**config.mk**
```make
export PLATFORM = sky130hd
export DESIGN_NAME = vx_stream_rr_arbiter
export DESIGN_NICKNAME = d
export VERILOG_FILES = /design/src/rtl/vx_stream_rr_arbiter.sv
export SDC_FILE = /design/constraint.sdc
export NUM_CORES = 1
export LEC_CHECK = 0
export CAP_MARGIN = 30
export CORE_ASPECT_RATIO = 0.7
export CORE_MARGIN = 10
export CORE_UTILIZATION = 45
export CTS_CLUSTER_SIZE = 25
export DETAILED_ROUTE_END_ITERATION = 12
export GPL_TIMING_DRIVEN = 0
export HOLD_SLACK_MARGIN = 0.08
export PLACE_DENSITY = 0.81
export SETUP_SLACK_MARGIN = 0.3
export SLEW_MARGIN = 20
export SYNTH_ARGS = -nofsm -noshare
export SYNTH_HDL_FRONTEND = slang
export SYNTH_SLANG_ARGS = --single-unit
```
**constraint.sdc**
```tcl
create_clock -name clk -period 2.7 [get_ports clk]
set_input_delay 0.54 -clock clk [delete_from_list [all_inputs] [get_ports clk]]
set_output_delay 0.54 -clock clk [all_outputs]
set_load 0.05 [all_outputs]
```
**src/rtl/vx_stream_rr_arbiter.sv**
```systemverilog
// Round-robin arbiter merging NUM_REQS valid/ready streams into one channel
// through a two-entry registered output stage, with an optional burst quantum.
module vx_stream_rr_arbiter #(
  parameter int NUM_REQS = 4,
  parameter int DATAW    = 32,
  parameter int BURST    = 1,
  parameter int SELW     = $clog2(NUM_REQS)
) (
  input  logic                      clk,
  input  logic                      reset,
  input  logic [NUM_REQS-1:0]       valid_in,
  input  logic [NUM_REQS*DATAW-1:0] data_in,
  output logic [NUM_REQS-1:0]       ready_in,
  output logic                      valid_out,
  output logic [DATAW-1:0]          data_out,
  output logic [SELW-1:0]           sel_out,
  input  logic                      ready_out
);

  localparam int BCW = $clog2(BURST) + 1;

  // Handshake: a beat moves on a port only in a cycle where valid and ready
  // are both high at the rising edge; ready_in never looks at ready_out.

  logic [SELW-1:0]  r_ptr;
  logic [BCW-1:0]   r_bcnt;
  logic [SELW-1:0]  r_last_g;
  logic [1:0]       r_count;
  logic             r_head;
  logic             r_tail;
  logic [SELW-1:0]  r_sel  [2];
  logic [DATAW-1:0] r_data [2];

  logic                w_found;
  logic [SELW-1:0]     w_g;
  logic [NUM_REQS-1:0] w_g_oh;
  logic                w_others;
  logic                w_space;
  logic                w_acc;
  logic                w_pop;
  logic [DATAW-1:0]    w_g_data;
  logic [BCW-1:0]      w_bcnt_inc;
  logic [SELW-1:0]     w_g_next;
  logic                w_rotate;

  always_comb begin : grant_search
    logic [SELW-1:0] v_cand;
    int              v_idx;
    w_found = 1'b0;
    w_g     = '0;
    v_cand  = '0;
    v_idx   = 0;
    for (int i = 0; i < NUM_REQS; i++) begin
      v_idx = int'(r_ptr) + i;
      if (v_idx >= NUM_REQS) v_idx = v_idx - NUM_REQS;
      v_cand = SELW'(v_idx);
      if (!w_found && valid_in[v_cand]) begin
        w_found = 1'b1;
        w_g     = v_cand;
      end
    end
  end

  assign w_g_oh   = NUM_REQS'(1) << w_g;
  assign w_others = |(valid_in & ~w_g_oh);
  assign w_space  = (r_count != 2'd2);
  // Gating with reset keeps ready_in low while the block is held in reset.
  assign w_acc    = reset && w_found && w_space;
  assign ready_in = w_acc ? w_g_oh : '0;
  assign w_g_data = data_in[int'(w_g)*DATAW +: DATAW];

  assign w_bcnt_inc = (w_g == r_last_g) ? (r_bcnt + BCW'(1)) : BCW'(1);
  assign w_g_next   = (w_g == SELW'(NUM_REQS-1)) ? '0 : (w_g + SELW'(1));
  assign w_rotate   = (w_bcnt_inc == BCW'(BURST)) || !w_others;

  assign valid_out = (r_count != 2'd0);
  assign w_pop     = valid_out && ready_out;
  assign data_out  = r_data[r_head];
  assign sel_out   = r_sel[r_head];

  always_ff @(posedge clk or negedge reset) begin
    if (!reset) begin
      r_ptr    <= '0;
      r_bcnt   <= '0;
      r_last_g <= '0;
      r_count  <= 2'd0;
      r_head   <= 1'b0;
      r_tail   <= 1'b0;
      for (int e = 0; e < 2; e++) begin
        r_sel[e]  <= '0;
        r_data[e] <= '0;
      end
    end else begin
      if (w_acc) begin
        r_sel[r_tail]  <= w_g;
        r_data[r_tail] <= w_g_data;
        r_tail         <= ~r_tail;
        r_last_g       <= w_g;
        if (w_rotate) begin
          r_ptr  <= w_g_next;
          r_bcnt <= '0;
        end else begin
          r_ptr  <= w_g;
          r_bcnt <= w_bcnt_inc;
        end
      end
      if (w_pop) r_head <= ~r_head;
      case ({w_acc, w_pop})
        2'b10:   r_count <= r_count + 2'd1;
        2'b01:   r_count <= r_count - 2'd1;
        default: r_count <= r_count;
      endcase
    end
  end

endmodule

```
# Word level (Yosys, flattened, before mapping)
# Index checks and enable logic that the tools add are counted.
# totals
regBits	77
in_bits	135
output_inout_bits	39
# classes
add_sub_neg	11
n_lt_le_gt_ge	11
eq_ne	5
n_shift	2
mux	38
bitwise_logic	6
reduce_logical	15
# op_table
operator	n
$mux W32	4
$shiftx A128 B8 Y32	1
$bwmux W64	1
$demux W32 S1	1
$mux W2	14
$lt A2 B3 Y1 const B	4
$mux W1	10
$sub A2 B1 Y2 const B	5
$ge A3 B3 Y1 const B	3
$bmux W1 S2	4
$logic_and A1 B1 Y1	7
$add A2 B2 Y3 const B	2
$add A2 B1 Y2 const B	2
$and A4 B4 Y4	1
$bwmux W4	1
$eq A2 B2 Y1 const B	2
$ge A2 B2 Y1 const B	2
$logic_not A1 Y1	4
$mux W4	1
$not A1 Y2	2
$not A4 Y4	1
$pmux W2 S2	1
$reduce_bool A2 Y1	2
$reduce_or A4 Y1	1
other kinds (11)	12

# Depth between registers and ports, before layout
# logic_depth
ltp_word	21
ltp_mapped	14

# Worst setup path before layout
# OpenSTA, ideal clock, no wires.
# synth_timing
path_type	in2out
from	in valid_in[3]
to	out ready_in[3]
arrival_ns	2.555
required_ns	2.160
slack_ns	-0.395
cell_stages	9
n_path_buf	4
path_cell_list	buf_4 -> mux2i_1 -> a21boi_2 -> and2_4 -> buf_6 -> inv_4 -> buf_8 -> buf_8 -> nor3_1
# synth_via
elab_chain_len	15
elab_cells_between_ends	26
# synth_lines
element	line_no	rtl
from (decl)	11	input logic [NUM_REQS-1:0] valid_in,
$bmux W1 S2	57	if (!w_found && valid_in[v_cand]) begin
$mux W1 (implied by the code)	57	
$mux W1	57	
$logic_not A1 Y1	57	
$logic_and A1 B1 Y1	57	
$mux W1	57	
$logic_not A1 Y1	57	
$logic_and A1 B1 Y1	57	
$mux W1	57	
$logic_not A1 Y1	57	
$logic_and A1 B1 Y1	57	
$mux W1	57	
$logic_and A1 B1 Y1 (2 in a row)	68	assign w_acc = reset && w_found && w_space;
$mux W4 *	69	assign ready_in = w_acc ? w_g_oh : '0;
to (decl)	13	output logic [NUM_REQS-1:0] ready_in,
# Every way passes the cells marked *; elsewhere a longest branch is shown, timed or not. The select of a mux whose other input is x is not followed.

# Worst setup path after layout
# layout_timing
from	reg r_ptr[1]
to	out ready_in[2]
# layout_via
elab_chain_len	17
elab_cells_between_ends	41
# layout_lines
element	line_no	rtl
from (decl)	25	logic [SELW-1:0] r_ptr;
from (signal assigned)	100	r_ptr <= w_g_next;
from (signal assigned)	103	r_ptr <= w_g;
branches (longest 16 deep; another with $add A2 B1 Y3)	-	
$mux W4 *	69	
# Every way passes the cells marked *. The select of a mux whose other input is x is not followed.

==> flow_metrics.tcl <==
set metrics [dict create \
    critPathMaxFanout 8 \
    via_per_inst 6.02 \
    yosysSeqAreaShare_pct 40.1 \
    worst_ir_drop_vdd_uv 818 \
    synth_area_leaders "dfrtp_1 (40%), o31ai_1 (10%), and3_1 (8.3%)" \
    drt_iter0_markers 426 \
    die_w_um 144 \
    netlist_instances 492 \
    synth_edf_count 0 \
    start_util_pct 46.2 \
    drive_gt1_share_pct 26.6 \
    yosys.cell_count.top_type "nand2_1" \
    core-area_um2 10400 \
    wl_per_cell_um 22.5 \
    maxSlewViolCount 0 \
    grt_pass1_vias 5492 \
    synth_commonest_cells "nand2_1 (78), dfrtp_1 (77), and3_1 (64), o31ai_1 (64), a211oi_1 (39)" \
    critical_path_class "reg -> out" \
    final_core_util_pct 70.9 \
    fin_crit_sh_pct 101 \
    grt_antenna_before_repair 0 \
    synthDominantCellAreaShare_pct 40.1 \
    placed_area_um2 6790 \
    yosys_warnings 0 \
    grt_first_pass_wirelength_um 29300 \
    synth_area_leader_cell "dfrtp_1" \
    grt_max_degree 37 \
    track_usage_pct 24.0 \
    drc_errors 0 \
    timing.final.ws_setup_ns -0.0282 \
    num_vias 4975 \
    synth_seq_cells 77 \
    crit_arrival_ns 2.19 \
    syn_nets 629 \
    holdWs_ns 0.129 \
    clock_skew_ns 0.00699 \
    htree_levels 3 \
    setup_violations 2 \
    status "finished with violations" \
    gp_routability_congestion 0.856 \
    insertion_delay_ns 0.34 \
    path_clk_slew_ns 0.06 \
    drv_cap 0 \
    fin_area_um2 7370 \
    postSynthAreaPerCell_um2 9.77 \
    diodes 0 \
    instances_no_fill 827 \
    fin_crit_ns 2.73 \
    synth_cell_types 46 \
    timing.fmax_ghz 0.367 \
    antenna_left 0 \
    area_growth_pct 53.4 \
    root_buffer "clkbuf_16" \
    nets 827 \
    cts_tree "yes" \
    rsz0062_at_grt "true" \
    io_buffers 172 \
    startpoint_type "register" \
    post-place-ws_ns -1.52 \
    grt_overflow 0 \
    wl_um 18600 \
    worstPathRequired_ns 2.16 \
    max_slew_margin_pct 59.2 \
    clock_sinks 77 \
    die_y_um 106 \
    p_total_mw 9.16 \
    critPathCaptureType "output pin" \
    dpl.cell_count 797 \
    row_count 31 \
    yosys_most_used_dff "dfrtp_1" \
    io_pins 174 \
    post-dp-hpwl_um 13500 \
    cts_made_buffers 9 \
    p_per_area_nw_per_um2 1240 \
    violations "negative setup slack" \
    synthArstFlopShare_pct 100 \
    cts.path.max_buffers 2 \
    syn_area_um2 4810 \
    worst_slew_pin_slew_ns 0.612 \
    p_leak_nw 3.26 \
    fin_tns_setup_ns -0.0408 \
    dr.pass1.iters 5 \
    min_path_type "in -> async" \
    dieArea_um2 15300 \
    hold_viol 0 \
]
==> sequential cells by signal, indices dropped and copies added (netlist names) <==
| signal | count |
|---|---|
| r_count | 2 |
| r_bcnt | 1 |
| r_sel | 4 |
| r_tail | 1 |
| r_last_g | 2 |
| r_data | 64 |
| r_ptr | 2 |
| r_head | 1 |
==> layout make-up <==
class | count | area [µm²]
Fill cell | 829 | 3020
Multi-Input combinational cell | 357 | 2700
Sequential cell | 77 | 1930
Timing Repair Buffer | 187 | 1840
Buffer | 52 | 369
Clock buffer | 10 | 229
Tap cell | 132 | 165
Clock inverter | 6 | 111
Inverter | 6 | 32.5
==> routing by layer <==
| metal | up-vias | GRT usage [%] | wire length [µm] |
|---|---|---|---|
| met4 | 0 | 5.23 | 219 |
| met5 | - | 0 | 0 |
| met3 | 25 | 6.80 | 1790 |
| met1 | 2439 | 30.4 | 7660 |
| met2 | 269 | 39.9 | 8960 |
| li1 | 2242 | - | - |
==> power by group <==
group | total, mW | internal (mW) | switching [mW]
registers | 2.00 | 1.71 | 0.292
logic | 5.78 | 2.09 | 3.68
clock network | 1.39 | 0.903 | 0.486
total | 9.16 | 4.71 | 4.46
==> cells by family after synthesis <==
family | share of synthesized area, %
compound gates | 26.2
xor+xnor | 0.911
fa+ha+maj | 0.521
buf+inv | 6.74
flops | 40.1
mux | 8.18
simple gates | 17.3
==> cells in the final DEF (no fill, tap or decap), drive strengths merged <==
cell type / count
clkdlybuf4s15: 16
nand2: 79
a21o: 4
and2: 3
o311ai: 2
a32oi: 1
clkinv: 2
buf: 62
a211o: 2
dfrtp: 77
or2: 1
nor2b: 1
o221a: 1
o21ai: 8
xor2: 3
bufbuf: 1
clkinvlp: 1
and3: 64
inv: 6
nor4: 2
mux2i: 1
nand2b: 2
nor3: 3
mux2: 34
dlygate4sd2: 5
a21oi: 2
clkbuf: 35
o31ai: 64
nand3b: 2
bufinv: 3
a211oi: 65
clkdlybuf4s50: 130
ha: 2
nor2: 4
nand3: 2
xnor2: 2
a21boi: 1
and3b: 1
a2111o: 1
==> critical path, cell delays in order (launching register included) <==
cell	delay [ns]
dfrtp_1	0.38
buf_6	0.14
mux2i_2	0.17
a21boi_4	0.17
and2_4	0.18
buf_8	0.11
inv_4	0.04
buf_12	0.12
buf_12	0.13
ha_4	0.16
inv_4	0.06
nor2_4	0.03
buf_8	0.15
==> repair_timing <==
action	in CTS	in global routing
cloned	1	0
hold buffers	1	0
buffers inserted	11	1
pin swaps	10	2
resized for setup	156	34
setup endpoints to repair	114	45
endpoints found under the hold margin	36	0
==> path summary, 6_finish.rpt <==
kind	from	end	slack, ns	cells past startpoint
worst min-delay path	reset	r_data[29]	0.13	2
worst max register to register	r_ptr[1]	r_ptr[0]	0.17	14
worst min register to register	r_data[7]	r_data[7]	0.48	2
max in group asynchronous	reset	r_data[3]	2.30	2
worst max-delay path	r_ptr[1]	ready_in[2]	-0.03	12
min in group clk	r_data[7]	r_data[7]	0.48	2
Power figures use the tool's default switching activity.
